[config.mk]
export PLATFORM = sky130hd
export DESIGN_NAME = event_latch_bank_flat
export DESIGN_NICKNAME = d
export VERILOG_FILES = /design/src/rtl/event_latch_if.sv /design/src/rtl/event_latch_bank.sv /design/src/flat_wrapper.sv
export SDC_FILE = /design/constraint.sdc
export NUM_CORES = 1
export LEC_CHECK = 0
export ABC_CLOCK_PERIOD_IN_PS = 1700
export CORE_AREA = 2 2 39 41
export DETAILED_ROUTE_END_ITERATION = 10
export DIE_AREA = 0 0 41 43
export GPL_TIMING_DRIVEN = 0
export SYNTH_ARGS = -nofsm -noshare
export SYNTH_HDL_FRONTEND = slang
export SYNTH_SLANG_ARGS = --single-unit
[constraint.sdc]
create_clock -name clk -period 1.7 [get_ports clk]
set_clock_uncertainty 0.1 [all_clocks]
set_input_delay 0.17 -clock clk [delete_from_list [all_inputs] [get_ports clk]]
set_output_delay 0.17 -clock clk [all_outputs]
set_load 0.1 [all_outputs]
[src/rtl/event_latch_if.sv]
// event_latch_if: trigger/clear inputs and latch/arbitration outputs of event_latch_bank
interface event_latch_if #(
    parameter int N_CH  = 2,
    parameter int IDX_W = (N_CH > 1) ? $clog2(N_CH) : 1
);
    logic [N_CH-1:0]  i_trig;
    logic [N_CH-1:0]  i_clr;
    logic             i_clr_all;
    logic [N_CH-1:0]  o_q;
    logic [N_CH-1:0]  o_set_pulse;
    logic             o_any_set;
    logic             o_first_valid;
    logic [IDX_W-1:0] o_first_idx;
    modport master (
        output i_trig, i_clr, i_clr_all,
        input  o_q, o_set_pulse, o_any_set, o_first_valid, o_first_idx
    );
    modport slave (
        input  i_trig, i_clr, i_clr_all,
        output o_q, o_set_pulse, o_any_set, o_first_valid, o_first_idx
    );
endinterface

[src/rtl/event_latch_bank.sv]
// event_latch_bank: bank of set/clear event latches with first-to-fire arbitration
// and optional lockout; define LATCH_SYNC_EN to add 2-flop trigger synchronisers.
module event_latch_bank #(
    parameter int N_CH    = 2,
    parameter bit EDGE    = 1'b1,
    parameter bit LOCKOUT = 1'b0
) (
    input logic         clk,
    input logic         rst,
    event_latch_if.slave bus
);
    localparam int IDX_W = (N_CH > 1) ? $clog2(N_CH) : 1;
    typedef enum logic {IDLE, CAPTURED} state_t;
    state_t           r_state, w_state_nxt;
    logic [N_CH-1:0]  w_trig, r_trig_prev, w_set_req, w_acc, w_q_nxt, r_q, r_set_pulse;
    logic [IDX_W-1:0] r_first_idx, w_idx_nxt, w_win;
    logic             w_blocked;
`ifdef LATCH_SYNC_EN
    logic [N_CH-1:0]  r_sync1, r_sync2;
    always_ff @(posedge clk or posedge rst) begin
        if (rst) begin
            r_sync1 <= '1;
            r_sync2 <= '1;
        end else begin
            r_sync1 <= bus.i_trig;
            r_sync2 <= r_sync1;
        end
    end
    assign w_trig = r_sync2;
`else
    assign w_trig = bus.i_trig;
`endif
    assign w_blocked = LOCKOUT && (r_state == CAPTURED);
    assign w_set_req = EDGE ? (w_trig & ~r_trig_prev) : w_trig;
    // A set only counts as accepted if no clear overrides it this cycle
    assign w_acc     = w_set_req & ~bus.i_clr & ~{N_CH{bus.i_clr_all | w_blocked}};
    assign w_q_nxt   = (r_q & ~bus.i_clr & ~{N_CH{bus.i_clr_all}}) | w_acc;
    always_comb begin
        w_win = '0;
        for (int i = N_CH - 1; i >= 0; i--)
            if (w_acc[i]) w_win = IDX_W'(i);
    end
    always_comb begin
        w_state_nxt = r_state;
        w_idx_nxt   = r_first_idx;
        if (bus.i_clr_all) begin
            w_state_nxt = IDLE;
            w_idx_nxt   = '0;
        end else if (r_state == IDLE && |w_acc) begin
            w_state_nxt = CAPTURED;
            w_idx_nxt   = w_win;
        end
    end
    always_ff @(posedge clk or posedge rst) begin
        if (rst) begin
            r_state     <= IDLE;
            r_first_idx <= '0;
            r_q         <= '0;
            r_set_pulse <= '0;
            r_trig_prev <= '1;
        end else begin
            r_state     <= w_state_nxt;
            r_first_idx <= w_idx_nxt;
            r_q         <= w_q_nxt;
            r_set_pulse <= w_q_nxt & ~r_q;
            r_trig_prev <= w_trig;
        end
    end
    assign bus.o_q           = r_q;
    assign bus.o_set_pulse   = r_set_pulse;
    assign bus.o_any_set     = |r_q;
    assign bus.o_first_valid = (r_state == CAPTURED);
    assign bus.o_first_idx   = r_first_idx;
endmodule

[src/flat_wrapper.sv]
// flat-port wrapper written by rule: the top's interface ports become plain ports
module event_latch_bank_flat 
#(
    parameter int N_CH    = 2,
    parameter bit EDGE    = 1'b1,
    parameter bit LOCKOUT = 1'b0
)
  (clk, rst, bus_i_trig, bus_i_clr, bus_i_clr_all, bus_o_q, bus_o_set_pulse, bus_o_any_set, bus_o_first_valid, bus_o_first_idx);
  event_latch_if #(.N_CH(N_CH)) bus_i ();
  input logic clk;
  input logic rst;
  input wire logic [$bits(bus_i.i_trig)-1:0] bus_i_trig;
  input wire logic [$bits(bus_i.i_clr)-1:0] bus_i_clr;
  input wire logic [$bits(bus_i.i_clr_all)-1:0] bus_i_clr_all;
  output wire logic [$bits(bus_i.o_q)-1:0] bus_o_q;
  output wire logic [$bits(bus_i.o_set_pulse)-1:0] bus_o_set_pulse;
  output wire logic [$bits(bus_i.o_any_set)-1:0] bus_o_any_set;
  output wire logic [$bits(bus_i.o_first_valid)-1:0] bus_o_first_valid;
  output wire logic [$bits(bus_i.o_first_idx)-1:0] bus_o_first_idx;
  assign bus_i.i_trig = bus_i_trig;
  assign bus_i.i_clr = bus_i_clr;
  assign bus_i.i_clr_all = bus_i_clr_all;
  assign bus_o_q = bus_i.o_q;
  assign bus_o_set_pulse = bus_i.o_set_pulse;
  assign bus_o_any_set = bus_i.o_any_set;
  assign bus_o_first_valid = bus_i.o_first_valid;
  assign bus_o_first_idx = bus_i.o_first_idx;
  event_latch_bank #(.N_CH(N_CH), .EDGE(EDGE), .LOCKOUT(LOCKOUT)) u_core (.clk(clk), .rst(rst), .bus(bus_i));
endmodule
Word-level counts from Yosys, hierarchy flattened
Index checks and enable logic that the tools add are counted.
{"block": "op_classes", "muxes": 6, "n_bitwise": 12, "n_reduce_logical": 4}
{"cell": "bitwise AND 2 bit", "count": 6}
{"cell": "inverter 2 bit", "count": 4}
{"cell": "two-way mux 1 bit", "count": 6}
{"cell": "OR reduction 2 bit", "count": 2}
{"cell": "bitwise OR 2 bit", "count": 1}
{"cell": "nonzero test 2 bit", "count": 1}
{"cell": "logical AND 1 bit", "count": 1}
{"cell": "inverter 1 bit", "count": 1}
{"block": "word_totals", "ff_bits": 8, "in_bits": 7, "out_inout_bits": 7, "wordCells": 27}

Logic depth before layout (Yosys ltp)
{"block": "logic_depth", "ltp_word": 8, "depth_mapped": 2, "depth_no_buf": 2}

Worst setup path before layout
No wires, ideal clock.
{"block": "synth_timing", "path_type": "register to output", "start": "register u_core.r_q[0], in the netlist u_core.bus.o_q[0]", "end": "output bus_o_any_set", "arrival_time_ns": 1.505, "required_time_ns": 1.430, "slack_ns": -0.075, "path_stages_with_launch": 2, "n_path_buf": 0, "path_cell_list": "dfrtp_1 or2_2"}
{"block": "synth_via", "elab_chain_cells": 1}
{"element": "start: declaration", "line_no": "event_latch_bank.sv:15", "rtl": "logic [N_CH-1:0] w_trig, r_trig_prev, w_set_req, w_acc, w_q_nxt, r_q, r_set_pulse;"}
{"element": "start signal: assignment", "line_no": "event_latch_bank.sv:64", "rtl": "r_q <= w_q_nxt;"}
{"element": "OR reduction 2 bit", "line_no": "event_latch_bank.sv:71", "rtl": "assign bus.o_any_set = |r_q;"}
{"element": "end: declaration", "line_no": "flat_wrapper.sv:17", "rtl": "output wire logic [$bits(bus_i.o_any_set)-1:0] bus_o_any_set;"}
Every way passes these cells.

Worst setup path after layout
{"block": "layout_timing", "start": "register u_core.r_set_pulse[0], in the netlist u_core.bus.o_set_pulse[0]", "end": "output bus_o_set_pulse[0]"}
{"element": "start: declaration", "line_no": "event_latch_bank.sv:15"}
{"element": "start signal: assignment", "line_no": "event_latch_bank.sv:65", "rtl": "r_set_pulse <= w_q_nxt & ~r_q;"}
{"element": "end: declaration", "line_no": "flat_wrapper.sv:16", "rtl": "output wire logic [$bits(bus_i.o_set_pulse)-1:0] bus_o_set_pulse;"}
No word-level cell between the ends.

==> flow_metrics.tcl <==
set metrics [dict create \
    critical_path.startpoint_type "flip-flop" \
    row_count 14 \
    drt_iter0_markers 0 \
    final_common_cell "clkdlybuf4s50_1" \
    fin_nets 51 \
    cpMaxStageDelayCell "clkdlybuf4s15_1" \
    crit_type "flip-flop to output pin" \
    overflow 0 \
    finalMaxSlewViolations 0 \
    final_layout_size_suffix_gt1_share_pct 39.5 \
    peakVddDrop_mv 0.303 \
    placed_area_um2 469 \
    synth_fa_ha_area_share_pct 0 \
    synth_cells 26 \
    critPathTopFamily "buffers and inverters" \
    grt_pass1_wl_um 1000 \
    antenna_found_initial 0 \
    crit_required_ps 1430 \
    max-slew-margin-rel_pct 37.1 \
    end_kind "output pin" \
    die_w_um 41 \
    post-route-drc-count 0 \
    cap_violations 0 \
    tightest_slew_ps 948 \
    critical-path-max-stage-delay_ps 810 \
    synth_mux_area_share_pct 0 \
    hold_path.class "input port to async pin" \
    vias_per_cell 4.17 \
    power.density_mw_per_mm2 950 \
    grtUsageTotal_pct 9.03 \
    ys.warnings.count 0 \
    status "finished clean" \
    wl_um 639 \
    post-cts-setup-buffers 0 \
    avgRoutedWirePerCell_um 10.8 \
    io_pins 14 \
    hold_viol_final 0 \
    avgSynthCellArea_um2 12.1 \
    n_antenna_cell 0 \
    max_freq_mhz 601 \
    synthesis.nets 33 \
    rsz0062_at_grt "false" \
    cts_tree "done" \
    finalSetupViolations 0 \
    cts_max_level 1 \
    clock_latency_ps 250 \
    portBuffers 13 \
    cts_sinks 8 \
    initial_core_util_pct 22.8 \
    ys_seq_area_share_pct 64.3 \
    yosys.area_share.xor_xnor_pct 0 \
    fin_crit_ps 1660 \
    ys_ff_latch 8 \
    cts_buffers 3 \
    firstDrtPassIters 1 \
    cp_data_arrival_time_ps 1390 \
    syn-cell-area_um2 315 \
    period_share_pct 97.9 \
    synth_top_family_by_area "simple AND/OR/NAND/NOR gates" \
    synth.distinct_cells 13 \
    synth-simple-area-share_pct 23.0 \
    leakagePower_nw 0.208 \
    crit_buf_inv 1 \
    drtAntennaViolNets 0 \
    grt_pass1_vias 255 \
    area_growth_pct 53.6 \
    cts.path.max_buffers 2 \
    crit_chain "clkdlybuf4s15_1" \
    cts-root-buf "clkbuf_4" \
    dieArea_mm2 0.00176 \
    grt_max_degree 9 \
    fin_area_um2 484 \
    core_area_mm2 0.00138 \
    gp_congestion 0.652 \
    holdWs_ps 64.0 \
    die_height_um 43 \
    synth_compound_area_share_pct 9.13 \
    via_count 246 \
    path_clk_slew_ps 60 \
    cp_max_fo 1 \
]
[final timing paths]
| kind | from | endpoint | slack (ps) | cells after the start |
|---|---|---|---|---|
| min reg2reg | u_core.bus.o_q[1] | u_core.bus.o_set_pulse[1] | 380 | 1 |
| min | rst | u_core.bus.o_set_pulse[0] | 60 | 2 |
| min in group clk | bus_i_trig[1] | u_core.r_trig_prev[1] | 290 | 1 |
| max reg2reg | u_core.bus.o_first_valid | u_core.bus.o_first_idx | 340 | 2 |
| max | u_core.bus.o_set_pulse[0] | bus_o_set_pulse[0] | 40 | 1 |
| max in group asynchronous | rst | u_core.r_trig_prev[1] | 1140 | 2 |
[cell type report]
cell class	count	area, um^2
clock buffers	4	26.3
repair buffers	13	119
multi-input cells	15	101
inverters	3	11.3
well taps	16	20.0
flip-flops and latches	8	206
fillers	152	900
[cell usage after synthesis]
| library cell | instances | area, um^2 |
|---|---|---|
| or2_2 | 1 | 6.26 |
| or4b_1 | 1 | 10.0 |
| nor2b_1 | 2 | 12.5 |
| inv_1 | 3 | 11.3 |
| or3b_2 | 2 | 17.5 |
| a31oi_1 | 1 | 6.26 |
| o21a_1 | 2 | 15.0 |
| dfrtp_1 | 6 | 150 |
| dfstp_2 | 2 | 52.6 |
| nor3_1 | 2 | 10.0 |
| a211oi_1 | 1 | 7.51 |
| nor4b_1 | 1 | 8.76 |
| nor2_1 | 2 | 7.51 |
[repair_timing]
action / in CTS / in global routing
hold buffers: 0 / 0
resized for setup: 18 / 4
endpoints found under the setup margin: 7 / 3
endpoints found under the hold margin: 0 / 0
[through the flow]
stage,setup slack (ps),util (%),power [mW],std cells,TNS [ps]
detailed placement,-235,33.9,0.316,55,-469
global route,3.93,35.0,0.486,59,0
finish,35.9,35.0,0.460,59,0
global placement,-232,33.9,0.315,55,-472
CTS,-20.1,36.2,0.472,59,-20.1
floorplan,129,-,0.279,26,0
[flip-flops by register name (all words and copies together), names as in the netlist]
name / flops
u_core.bus.o_first_idx: 1
u_core.bus.o_first_valid: 1
u_core.bus.o_q: 2
u_core.bus.o_set_pulse: 2
u_core.r_trig_prev: 2
[kinds of logic (layout without fill, tap and decap cells)]
family,count (synthesis),count (layout)
and+or+nand+nor,11,11
DFF,8,8
AOI/OAI and AO/OA,4,4
buffers and inverters,3,20
[metal layers]
layer | routed length [um] | up-vias | global-route usage, %
li1 | - | 123 | -
met1 | 308 | 110 | 11.6
met2 | 245 | 13 | 10.9
met3 | 86 | 0 | 3.66
met4 | 0 | 0 | 8.00
met5 | 0 | - | 0
[report_power, final]
part	switching, mW	internal, mW
sequential	0.00584	0.201
clock	0.0628	0.0896
combinational	0.0716	0.0284
No activity file was read; power rests on OpenSTA's default activity.
